### src/rtl/keypad_pkg.sv
// Shared definitions for the 4x4 keypad matrix: geometry, key-code fields and emulator states.
package keypad_pkg;

  localparam int KEY_ROWS = 4;
  localparam int KEY_COLS = 4;
  localparam int KEY_W    = 4;
  localparam int ROW_MSB  = 3;
  localparam int ROW_LSB  = 2;
  localparam int COL_MSB  = 1;
  localparam int COL_LSB  = 0;

  typedef enum logic [2:0] {
    IDLE,
    BOUNCE_IN,
    HELD,
    BOUNCE_OUT,
    GAP
  } kp_state_e;

  function automatic logic [1:0] key_row(input logic [KEY_W-1:0] code);
    return code[ROW_MSB:ROW_LSB];
  endfunction

  function automatic logic [1:0] key_col(input logic [KEY_W-1:0] code);
    return code[COL_MSB:COL_LSB];
  endfunction

endpackage

### src/rtl/keypad_matrix_emulator_if.sv
// Command port of the keypad emulator: press a key code for a given hold time.
interface keypad_matrix_emulator_if
  import keypad_pkg::*;
#(
  parameter int HOLD_W = 16
);
  logic              cmd_valid;
  logic              cmd_ready;
  logic [KEY_W-1:0]  cmd_key;
  logic [HOLD_W-1:0] cmd_hold;

  modport master (output cmd_valid, output cmd_key, output cmd_hold, input cmd_ready);
  modport slave  (input cmd_valid, input cmd_key, input cmd_hold, output cmd_ready);
endinterface

### src/rtl/keypad_bounce_gen.sv
// Paces a contact-bounce burst: after start, pulses toggle every BOUNCE_PERIOD cycles
// until BOUNCE_EDGES toggles exist in total (the caller performs the first one on start).
module keypad_bounce_gen #(
  parameter int BOUNCE_PERIOD = 8,
  parameter int BOUNCE_EDGES  = 3
) (
  input  logic clk,
  input  logic rst_n,
  input  logic start,
  output logic toggle,
  output logic done
);

  localparam int PW = (BOUNCE_PERIOD > 1) ? $clog2(BOUNCE_PERIOD) : 1;
  localparam int EW = $clog2(BOUNCE_EDGES + 1);
  localparam logic [PW-1:0] PER_LAST  = PW'(BOUNCE_PERIOD - 1);
  localparam logic [EW-1:0] EDGE_LAST = EW'(BOUNCE_EDGES - 1);

  logic          active;
  logic [PW-1:0] period_cnt;
  logic [EW-1:0] edge_cnt;

  assign toggle = active & (period_cnt == PER_LAST);
  assign done   = toggle & (edge_cnt == EDGE_LAST);

  always_ff @(posedge clk or negedge rst_n) begin
    if (!rst_n) begin
      active     <= 1'b0;
      period_cnt <= '0;
      edge_cnt   <= '0;
    end else if (start) begin
      active     <= 1'b1;
      period_cnt <= '0;
      edge_cnt   <= EW'(1);
    end else if (active) begin
      if (toggle) begin
        period_cnt <= '0;
        edge_cnt   <= edge_cnt + 1'b1;
        if (done) active <= 1'b0;
      end else begin
        period_cnt <= period_cnt + 1'b1;
      end
    end
  end

endmodule

### src/rtl/keypad_matrix_emulator.sv
// Far end of a 4x4 keypad scan interface: presses a commanded key with contact bounce,
// holds it, releases it with bounce, then enforces an open-contact gap.
module keypad_matrix_emulator
  import keypad_pkg::*;
#(
  parameter int HOLD_W        = 16,
  parameter int BOUNCE_PERIOD = 8,
  parameter int BOUNCE_EDGES  = 3,
  parameter int GAP_CYCLES    = 16
) (
  input  logic                clk,
  input  logic                rst_n,
  keypad_matrix_emulator_if.slave cmd,
  input  logic [KEY_COLS-1:0] keycolumn,
  output logic [KEY_ROWS-1:0] keyrow,
  output logic                busy,
  output logic                contact
);

  localparam int GW = (GAP_CYCLES > 0) ? $clog2(GAP_CYCLES + 1) : 1;
  localparam logic [GW-1:0]     GAP_LOAD = GW'(GAP_CYCLES);
  localparam logic [HOLD_W-1:0] HOLD_ONE = HOLD_W'(1);
  localparam bit                CHATTER  = (BOUNCE_EDGES > 1);

  kp_state_e         state;
  logic [KEY_W-1:0]  key;
  logic [HOLD_W-1:0] hold_cnt;
  logic [GW-1:0]     gap_cnt;
  logic              ready;
  logic              take;
  logic              release_now;
  logic              bounce_start;
  logic              bounce_toggle;
  logic              bounce_done;

  assign cmd.cmd_ready = ready;
  assign take          = cmd.cmd_valid & ready;
  assign release_now   = (state == HELD) && (hold_cnt == HOLD_ONE);
  // One pacing engine serves both bursts; press and release never overlap.
  assign bounce_start  = CHATTER & (take | release_now);

  keypad_bounce_gen #(
    .BOUNCE_PERIOD (BOUNCE_PERIOD),
    .BOUNCE_EDGES  (BOUNCE_EDGES)
  ) u_bounce (
    .clk    (clk),
    .rst_n  (rst_n),
    .start  (bounce_start),
    .toggle (bounce_toggle),
    .done   (bounce_done)
  );

  always_ff @(posedge clk or negedge rst_n) begin
    if (!rst_n) begin
      state    <= IDLE;
      contact  <= 1'b0;
      key      <= '0;
      hold_cnt <= '0;
      gap_cnt  <= '0;
      ready    <= 1'b1;
      busy     <= 1'b0;
    end else begin
      case (state)
        IDLE: begin
          if (take) begin
            key      <= cmd.cmd_key;
            hold_cnt <= (cmd.cmd_hold == '0) ? HOLD_ONE : cmd.cmd_hold;
            contact  <= 1'b1;
            ready    <= 1'b0;
            busy     <= 1'b1;
            state    <= CHATTER ? BOUNCE_IN : HELD;
          end
        end
        BOUNCE_IN: begin
          if (bounce_toggle) begin
            contact <= ~contact;
            if (bounce_done) state <= HELD;
          end
        end
        HELD: begin
          if (release_now) begin
            contact <= 1'b0;
            if (CHATTER) begin
              state <= BOUNCE_OUT;
            end else begin
              state   <= GAP;
              gap_cnt <= GAP_LOAD;
            end
          end else begin
            hold_cnt <= hold_cnt - 1'b1;
          end
        end
        BOUNCE_OUT: begin
          if (bounce_toggle) begin
            contact <= ~contact;
            if (bounce_done) begin
              state   <= GAP;
              gap_cnt <= GAP_LOAD;
            end
          end
        end
        GAP: begin
          if (gap_cnt == '0) begin
            state <= IDLE;
            ready <= 1'b1;
            busy  <= 1'b0;
          end else begin
            gap_cnt <= gap_cnt - 1'b1;
          end
        end
        default: state <= IDLE;
      endcase
    end
  end

  // Row sense follows the column drive combinationally; only the latched key's column matters.
  always_comb begin
    keyrow = '0;
    keyrow[key_row(key)] = contact & keycolumn[key_col(key)];
  end

endmodule

### src/flat_wrapper.sv
// flat-port wrapper written by rule: the top's interface ports become plain ports
module keypad_matrix_emulator_flat import keypad_pkg::*;
#(
  parameter int HOLD_W        = 16,
  parameter int BOUNCE_PERIOD = 8,
  parameter int BOUNCE_EDGES  = 3,
  parameter int GAP_CYCLES    = 16
)
  (clk, rst_n, keycolumn, keyrow, busy, contact, cmd_cmd_valid, cmd_cmd_key, cmd_cmd_hold, cmd_cmd_ready);
  keypad_matrix_emulator_if #(.HOLD_W(HOLD_W)) cmd_i ();
  input  logic clk;
  input  logic rst_n;
  input  logic [KEY_COLS-1:0] keycolumn;
  output logic [KEY_ROWS-1:0] keyrow;
  output logic busy;
  output logic contact;
  input wire logic [$bits(cmd_i.cmd_valid)-1:0] cmd_cmd_valid;
  input wire logic [$bits(cmd_i.cmd_key)-1:0] cmd_cmd_key;
  input wire logic [$bits(cmd_i.cmd_hold)-1:0] cmd_cmd_hold;
  output wire logic [$bits(cmd_i.cmd_ready)-1:0] cmd_cmd_ready;
  assign cmd_i.cmd_valid = cmd_cmd_valid;
  assign cmd_i.cmd_key = cmd_cmd_key;
  assign cmd_i.cmd_hold = cmd_cmd_hold;
  assign cmd_cmd_ready = cmd_i.cmd_ready;
  keypad_matrix_emulator #(.HOLD_W(HOLD_W), .BOUNCE_PERIOD(BOUNCE_PERIOD), .BOUNCE_EDGES(BOUNCE_EDGES), .GAP_CYCLES(GAP_CYCLES)) u_core (.clk(clk), .rst_n(rst_n), .cmd(cmd_i), .keycolumn(keycolumn), .keyrow(keyrow), .busy(busy), .contact(contact));
endmodule
### config.mk
export PLATFORM = sky130hd
export DESIGN_NAME = keypad_matrix_emulator_flat
export DESIGN_NICKNAME = d
export VERILOG_FILES = /design/src/rtl/keypad_pkg.sv /design/src/rtl/keypad_matrix_emulator_if.sv /design/src/rtl/keypad_bounce_gen.sv /design/src/rtl/keypad_matrix_emulator.sv /design/src/flat_wrapper.sv
export SDC_FILE = /design/constraint.sdc
export NUM_CORES = 1
export LEC_CHECK = 0
export CAP_MARGIN = 15
export CORE_MARGIN = 5
export CORE_UTILIZATION = 54
export CTS_BUF_LIST = sky130_fd_sc_hd__clkbuf_4 sky130_fd_sc_hd__clkbuf_8 sky130_fd_sc_hd__clkbuf_16
export DETAILED_ROUTE_END_ITERATION = 7
export GPL_TIMING_DRIVEN = 0
export PLACE_DENSITY = 0.8
export REMOVE_ABC_BUFFERS = 1
export SYNTH_ARGS = -nofsm -noshare
export SYNTH_HDL_FRONTEND = slang
export SYNTH_SLANG_ARGS = --single-unit
### constraint.sdc
create_clock -name clk -period 2.1 [get_ports clk]
set_clock_uncertainty 0.05 [all_clocks]
set_input_delay 0.42 -clock clk [delete_from_list [all_inputs] [get_ports clk]]
set_output_delay 0.42 -clock clk [all_outputs]
set_load 0.005 [all_outputs]
### Word-level counts from Yosys, hierarchy flattened

Index checks and enable logic that the tools add are counted.
Widths: inputs -> output; s select.

* add/subtract/negate cells: 4
* order comparisons: 3
* eq/ne operators: 17
* mux-type cells: 39
* bitwise logic cells: 7
* reduce and logical (&&, ||, !) cells: 19

Operators by type and width (number)
* $mux 16: 3
* $pmux 16 s2: 1
* $mux 3: 10
* $eq 16x1->1 const B: 1
* $logic_not 16->1: 1
* $sub 16x1->16 const B: 1
* $mux 5: 3
* $pmux 3 s5: 1
* $mux 1: 12
* $ne 2x1->1 const B: 6
* $pmux 5 s2: 1
* $reduce_bool 2->1: 5
* $ne 2x2->1 const B: 4
* $reduce_and 4->1: 2
* $reduce_and 7->1: 1
* $eq 3x2->1 const B: 2
* $eq 3x3->1 const B: 2
* $lt 2x3->1 const B: 2
* $mux 2: 3
* $reduce_and 3->1: 2
* $logic_not 5->1: 1
* $sub 5x1->5 const B: 1
* $and 1x1->1: 4
* $and 4x4->4: 1
* 16 further kinds: 19

* register bits after elaboration: 37
* input port bits: 27
* output and inout bits: 7
* logic and storage cells: 99

### Depth between registers and ports, before layout

* depth after elaboration: 7
* gate-level depth with buffers: 7
* gate-level depth less buffers: 6

### Modules after synthesis

Synthesis repeated with hierarchy kept, for this count alone.

* cells, all modules: 249
* area total of the unflattened synthesis: 2307.2 um^2

By module, submodules not included
* keypad_matrix_emulator: instances 1, cells each 220, area each 1980.6 um^2, sequential area each 777.0 um^2
* keypad_bounce_gen: instances 1, cells each 29, area each 326.6 um^2, sequential area each 150.1 um^2

### Least setup slack after synthesis

No wires, ideal clock.

* kind: flip-flop to flip-flop
* from: reg u_core.hold_cnt[0]
* to: reg u_core.hold_cnt[14]
* library setup time: 0.148 ns
* arrival: 1.667 ns
* required time: 1.902 ns
* setup slack: 0.235 ns
* stages on the path, launching flop included: 7
* path buffers: 0
* period minus slack after synthesis: 1.865 ns
* cells stage by stage: dfrtp_1 > inv_1 > ha_1 > nor3b_1 > nand4b_1 > o311ai_0 > o221ai_1

* cells in the longest elaborated chain, start to end: 4
* elaborated cells between the ends (all ways): 7
* those cells by class: add/sub (1); eq/ne (2); mux (2); reduce/logical (2)

RTL lines
* start: declaration: RTL line keypad_matrix_emulator.sv:27 `logic [HOLD_W-1:0] hold_cnt;`
* start signal: assignment: RTL line keypad_matrix_emulator.sv:67 `hold_cnt <= (cmd.cmd_hold == '0) ? HOLD_ONE : cmd.cmd_hold;`
* start signal: assignment: RTL line keypad_matrix_emulator.sv:90 `hold_cnt <= hold_cnt - 1'b1;`
* branches (longest 4 deep; another with $sub 16x1->16)

Several ways; the timed one is not identified. The select of a mux whose other input is x is not followed.
A chain may end at the register's enable or synchronous reset.

### Worst setup path after layout

* from: reg u_core.hold_cnt[8]
* to: reg u_core.hold_cnt[0]

* cells in the longest elaborated chain, start to end: 4

RTL lines
* $eq 16x1->1: RTL line keypad_matrix_emulator.sv:38 `assign release_now = (state == HELD) && (hold_cnt == HOLD_ONE);`
* $logic_and 1x1->1: RTL line keypad_matrix_emulator.sv:38
* $ne 2x2->1 (no line)
* $reduce_and 3->1 (no line)

No other way between the ends.

==> results <==
- The run finished with clean final reports.
- 0 antenna diodes ended up in the layout.
- The first-pass iteration count of the detailed router is 4.
- Summed over all instances, the cell type with the most area after synthesis is dfrtp_1.
- The die covers 5642 µm².
- The area taken by multi-input logic gates is 1339 µm².
- The number of cells on the worst reg-to-reg path is 5.
- Counting instances in the post-synthesis netlist gives the leading cell types as 41 x nand2_1, 36 x dfrtp_1, 17 x nor2_1, 12 x a21oi_1, 11 x nand3_1.
- The overall global routing resource usage is 0.2052.
- The count of nets left with antenna violations once routing finished came out at 0.
- The synthesized instance count is 248.
- The critical path in this run is classified as reg2reg.
- The worst reg2reg path endpoint is u_core.hold_cnt[0]$_DFFE_PN0P_.
- The number of unique standard cell types used by synthesis is 59.
- The floorplan step set the die width to 75.12 µm.
- The layout has 310 filler cells.
- TritonCTS built the clock tree.
- The via count of the first global-routing pass is 1931.
- Of the post-synthesis cell area, the dominant cell type holds 0.3934.
- The fraction of layout instances using a drive strength above 1 is 0.1765.
- The clock period could shrink to 2.089 ns.
- The first-iteration detailed-routing DRC count is 170.
- Across all register-to-register paths, the minimum setup slack is 0.01 ns.
- The area of all sequential standard cells is 927.1 µm².
- The slew of the pin with the lowest slew margin is 0.8352 ns.
- Data on the critical path is required at its endpoint by 2.27 ns.
- The post-detailed-placement cell area is 2618 µm².
- By instance count, the leading cell after synthesis is nand2_1.
- After synthesis, the cell types taking the most area are dfrtp_1 39%, nand2_1 6.7%, o221ai_1 3.4%.
- The achievable frequency is roughly 0.48 GHz.
- The number of core rows is 23.
- The die boundary height is 75.12 µm.
- The H-tree was split into 2 levels.
- The worst setup path is captured at a flip-flop.
- The cell sitting at the root of the clock tree is a clkbuf_8.
- The number of setup violations in the final report is 0.
- The number of max-slew violations in the final report came to 0.
- The total detailed-routing wirelength is 5915 µm.
- In this run the worst path has a maximum fanout of 9.
- The CTS clock-pin slew for the worst setup and hold paths is 0.07 ns.
- The initial utilization of the core area, before any placement, comes to 0.5643.
- In this run, synthesis inferred 0 flip-flops with an integrated enable.
- The clock net in this run drives a total of 37 sinks.
- The first global-routing pass estimated 8976 µm of wire.
- The critical path capture point is u_core.hold_cnt[0]$_DFFE_PN0P_.
- At the end of routability-driven placement, the weighted congestion stood at between 0.8 and 0.9.
- The synthesized design contains 37 register bits.
- The area growth from synthesis to layout is 25.63%.
- The number of endpoints with negative hold slack in the final report is 0.
- In this run the power density over the cells is between 400 and 500 nW/µm².
- Prior to clock tree synthesis, the placed netlist has a worst setup slack of -0.5597 ns.
- The number of CTS-inserted buffers is 5.
- The average instance in the mapped netlist occupies 9.233 µm².
- In the finished design, the share of the clock period the worst path needs comes to 0.9948.
- In the routed design, unresolved DRC markers number 0.
- The initial antenna violation count came to 0.
- The estimated wirelength of the detail-placed design is 3712 µm.
- During placement, the flow inserted port buffers numbering 33.
- The worst setup path startpoint is u_core.hold_cnt[8]$_DFFE_PN0P_.
- Among all flip-flop cells after synthesis, the most frequent one is dfrtp_1.
- The residual overflow from global routing is 0.
- The worst IR drop on VDD is 0.2278 mV.
- The post-synthesis sequential area ratio is 0.4049.
- The routed length per instance is 17.45 µm.
- The core region is 4058 µm².
- The mapped cell area is around 2300 µm².
- The share of async-settable or async-resettable flops after synthesis is 1.000.
- The vias after detailed routing is 2157.
- The worst endpoint data arrival time is 2.26 ns.
- Max-cap violations in this run came to 0.
- Setup slack on the critical path of the routed design comes to 0.01099 ns.
- For this design the top-level I/O count stands at 34.
- For this run, the share of the core covered by cells in the final layout is 0.7089.
- The maximum buffer depth of the clock tree is 2.
- The via density per instance is between 6 and 7.
- The leakage dissipation is approximately 1.3 nW.
- The net count of the finished layout is 321.
- In this run the critical register-to-register path is launched from u_core.hold_cnt[8]$_DFFE_PN0P_.
- Entering global routing, the biggest net connects 38 pins.
- The path class of the tightest hold or removal check is in2async.
- The worst setup path is launched from a flip-flop.
- Clock latency on the worst-skew pair, taken at its later pin, is 0.28 ns.
- The final instance area is 2877 µm².
- In this run the tightest slew margin relative to its limit is 0.4432.
- During synthesis, Yosys emitted a total of 0 warnings.
final cells by class:
type / count / area share
repair buffers: 44 / 0.1501
flip-flops and latches: 37 / 0.3223
well taps: 50 / 0.02175
clock buffers: 6 / 0.02653
multi-input cells: 192 / 0.4654
clock inverters: 2 / 0.003480
inverters: 8 / 0.01044
worst min-delay path by stage:
stage / cells after the start / slack (ns) / end / start
2_1_floorplan: 0 / 0.07 / u_core.busy$_DFFE_PN0P_ / rst_n
3_5_place_dp: 2 / 0.46 / u_core.u_bounce.edge_cnt[1]$_DFFE_PN0P_ / u_core.u_bounce.edge_cnt[1]$_DFFE_PN0P_
3_3_place_gp: 2 / 0.43 / u_core.key[1]$_DFFE_PN0P_ / u_core.key[1]$_DFFE_PN0P_
4_1_cts: 1 / 0.21 / u_core.hold_cnt[9]$_DFFE_PN0P_ / rst_n
6_report: 1 / 0.18 / u_core.gap_cnt[1]$_DFFE_PN0P_ / rst_n
5_1_grt: 1 / 0.25 / u_core.u_bounce.period_cnt[2]$_DFFE_PN0P_ / rst_n
per-layer routing:
metal  wire [µm]  share of wire  global-route usage
met1        2546           0.43              0.2672
met2        2995           0.51              0.3443
met4          23         0.0039             0.05336
met3         350          0.059             0.04673
met5           0              0                   0
through the flow:
| step | std cells | power [W] | TNS, ns | hold WS [ns] |
|---|---|---|---|---|
| floorplan | 235 | 0.0007410 | -0.3070 | 0.07441 |
| global placement | 318 | 0.0008129 | -29.22 | 0.4349 |
| detailed placement | 319 | 0.0008125 | -7.203 | 0.4577 |
| CTS | 328 | 0.001303 | -0.1557 | 0.2109 |
| global route | 339 | 0.001348 | -0.1744 | 0.2508 |
| finish | 339 | 0.001295 | 0 | 0.1843 |
timing repair:
item | CTS | global route
gates resized for setup | 20 | 12
hold buffers | 0 | 0
endpoints found under the setup margin | 23 | 22
pin swaps | 2 | 6
cloned | 0 | 2
setup buffers | 1 | 9
power breakdown:
group / switching, W / total [W] / internal, W / leakage (nW)
Clock: 0.000254 / 0.000497 / 0.000243 / 0.0484
Combinational: 0.0000349 / 0.0000863 / 0.0000514 / 0.813
Sequential: 0 / 0.000712 / 0.000712 / 0.425
critical path: stages, from the launching register on:
cell,delay [ns]
dfrtp_1,0.44
nor4_4,0.49
nand4_1,0.35
buf_4,0.25
o21ai_0,0.23
o32a_1,0.20
flip-flops by register name (all words and copies together), names as in the netlist:
name	cells
u_core.u_bounce.edge_cnt	2
u_core.contact	1
u_core.u_bounce.period_cnt	3
u_core.busy	1
u_core.key	4
u_core.gap_cnt	5
u_core.state	3
u_core.hold_cnt	16
u_core.u_bounce.active	1
u_core.cmd.cmd_ready	1
cell families after synthesis:
group                      after synthesis  share of synthesized area
and+or+nand+nor                        116                     0.2798
DFF                                     37                     0.4049
adders and majority gates                6                    0.03279
buffers and inverters                   21                    0.04536
AOI/OAI and AO/OA                       60                     0.1989
muxes                                    3                    0.01912
xor gates and xnor gates                 5                    0.01913
cells in the final DEF, fill, tap and decap left out, types with 3 or more instances in the layout:
cell	netlist	routed
o31a_1	4	4
or3b_2	3	4
o21ai_0	5	5
nand4_1	7	7
o311ai_0	3	3
nor3b_1	5	3
nand3_1	11	11
nor4_2	3	4
buf_4	2	8
nor2_1	17	17
dlymetal6s2s_1	0	4
buf_2	8	3
nand2_1	41	39
o211a_1	3	3
nor4_1	4	3
dfrtp_1	36	36
clkbuf_8	0	5
ha_1	6	6
inv_1	8	8
o221ai_1	9	9
a21oi_1	12	12
nor3_1	9	8
clkdlybuf4s50_1	0	24
xor2_1	3	3
No activity file was read; power rests on OpenSTA's default activity.
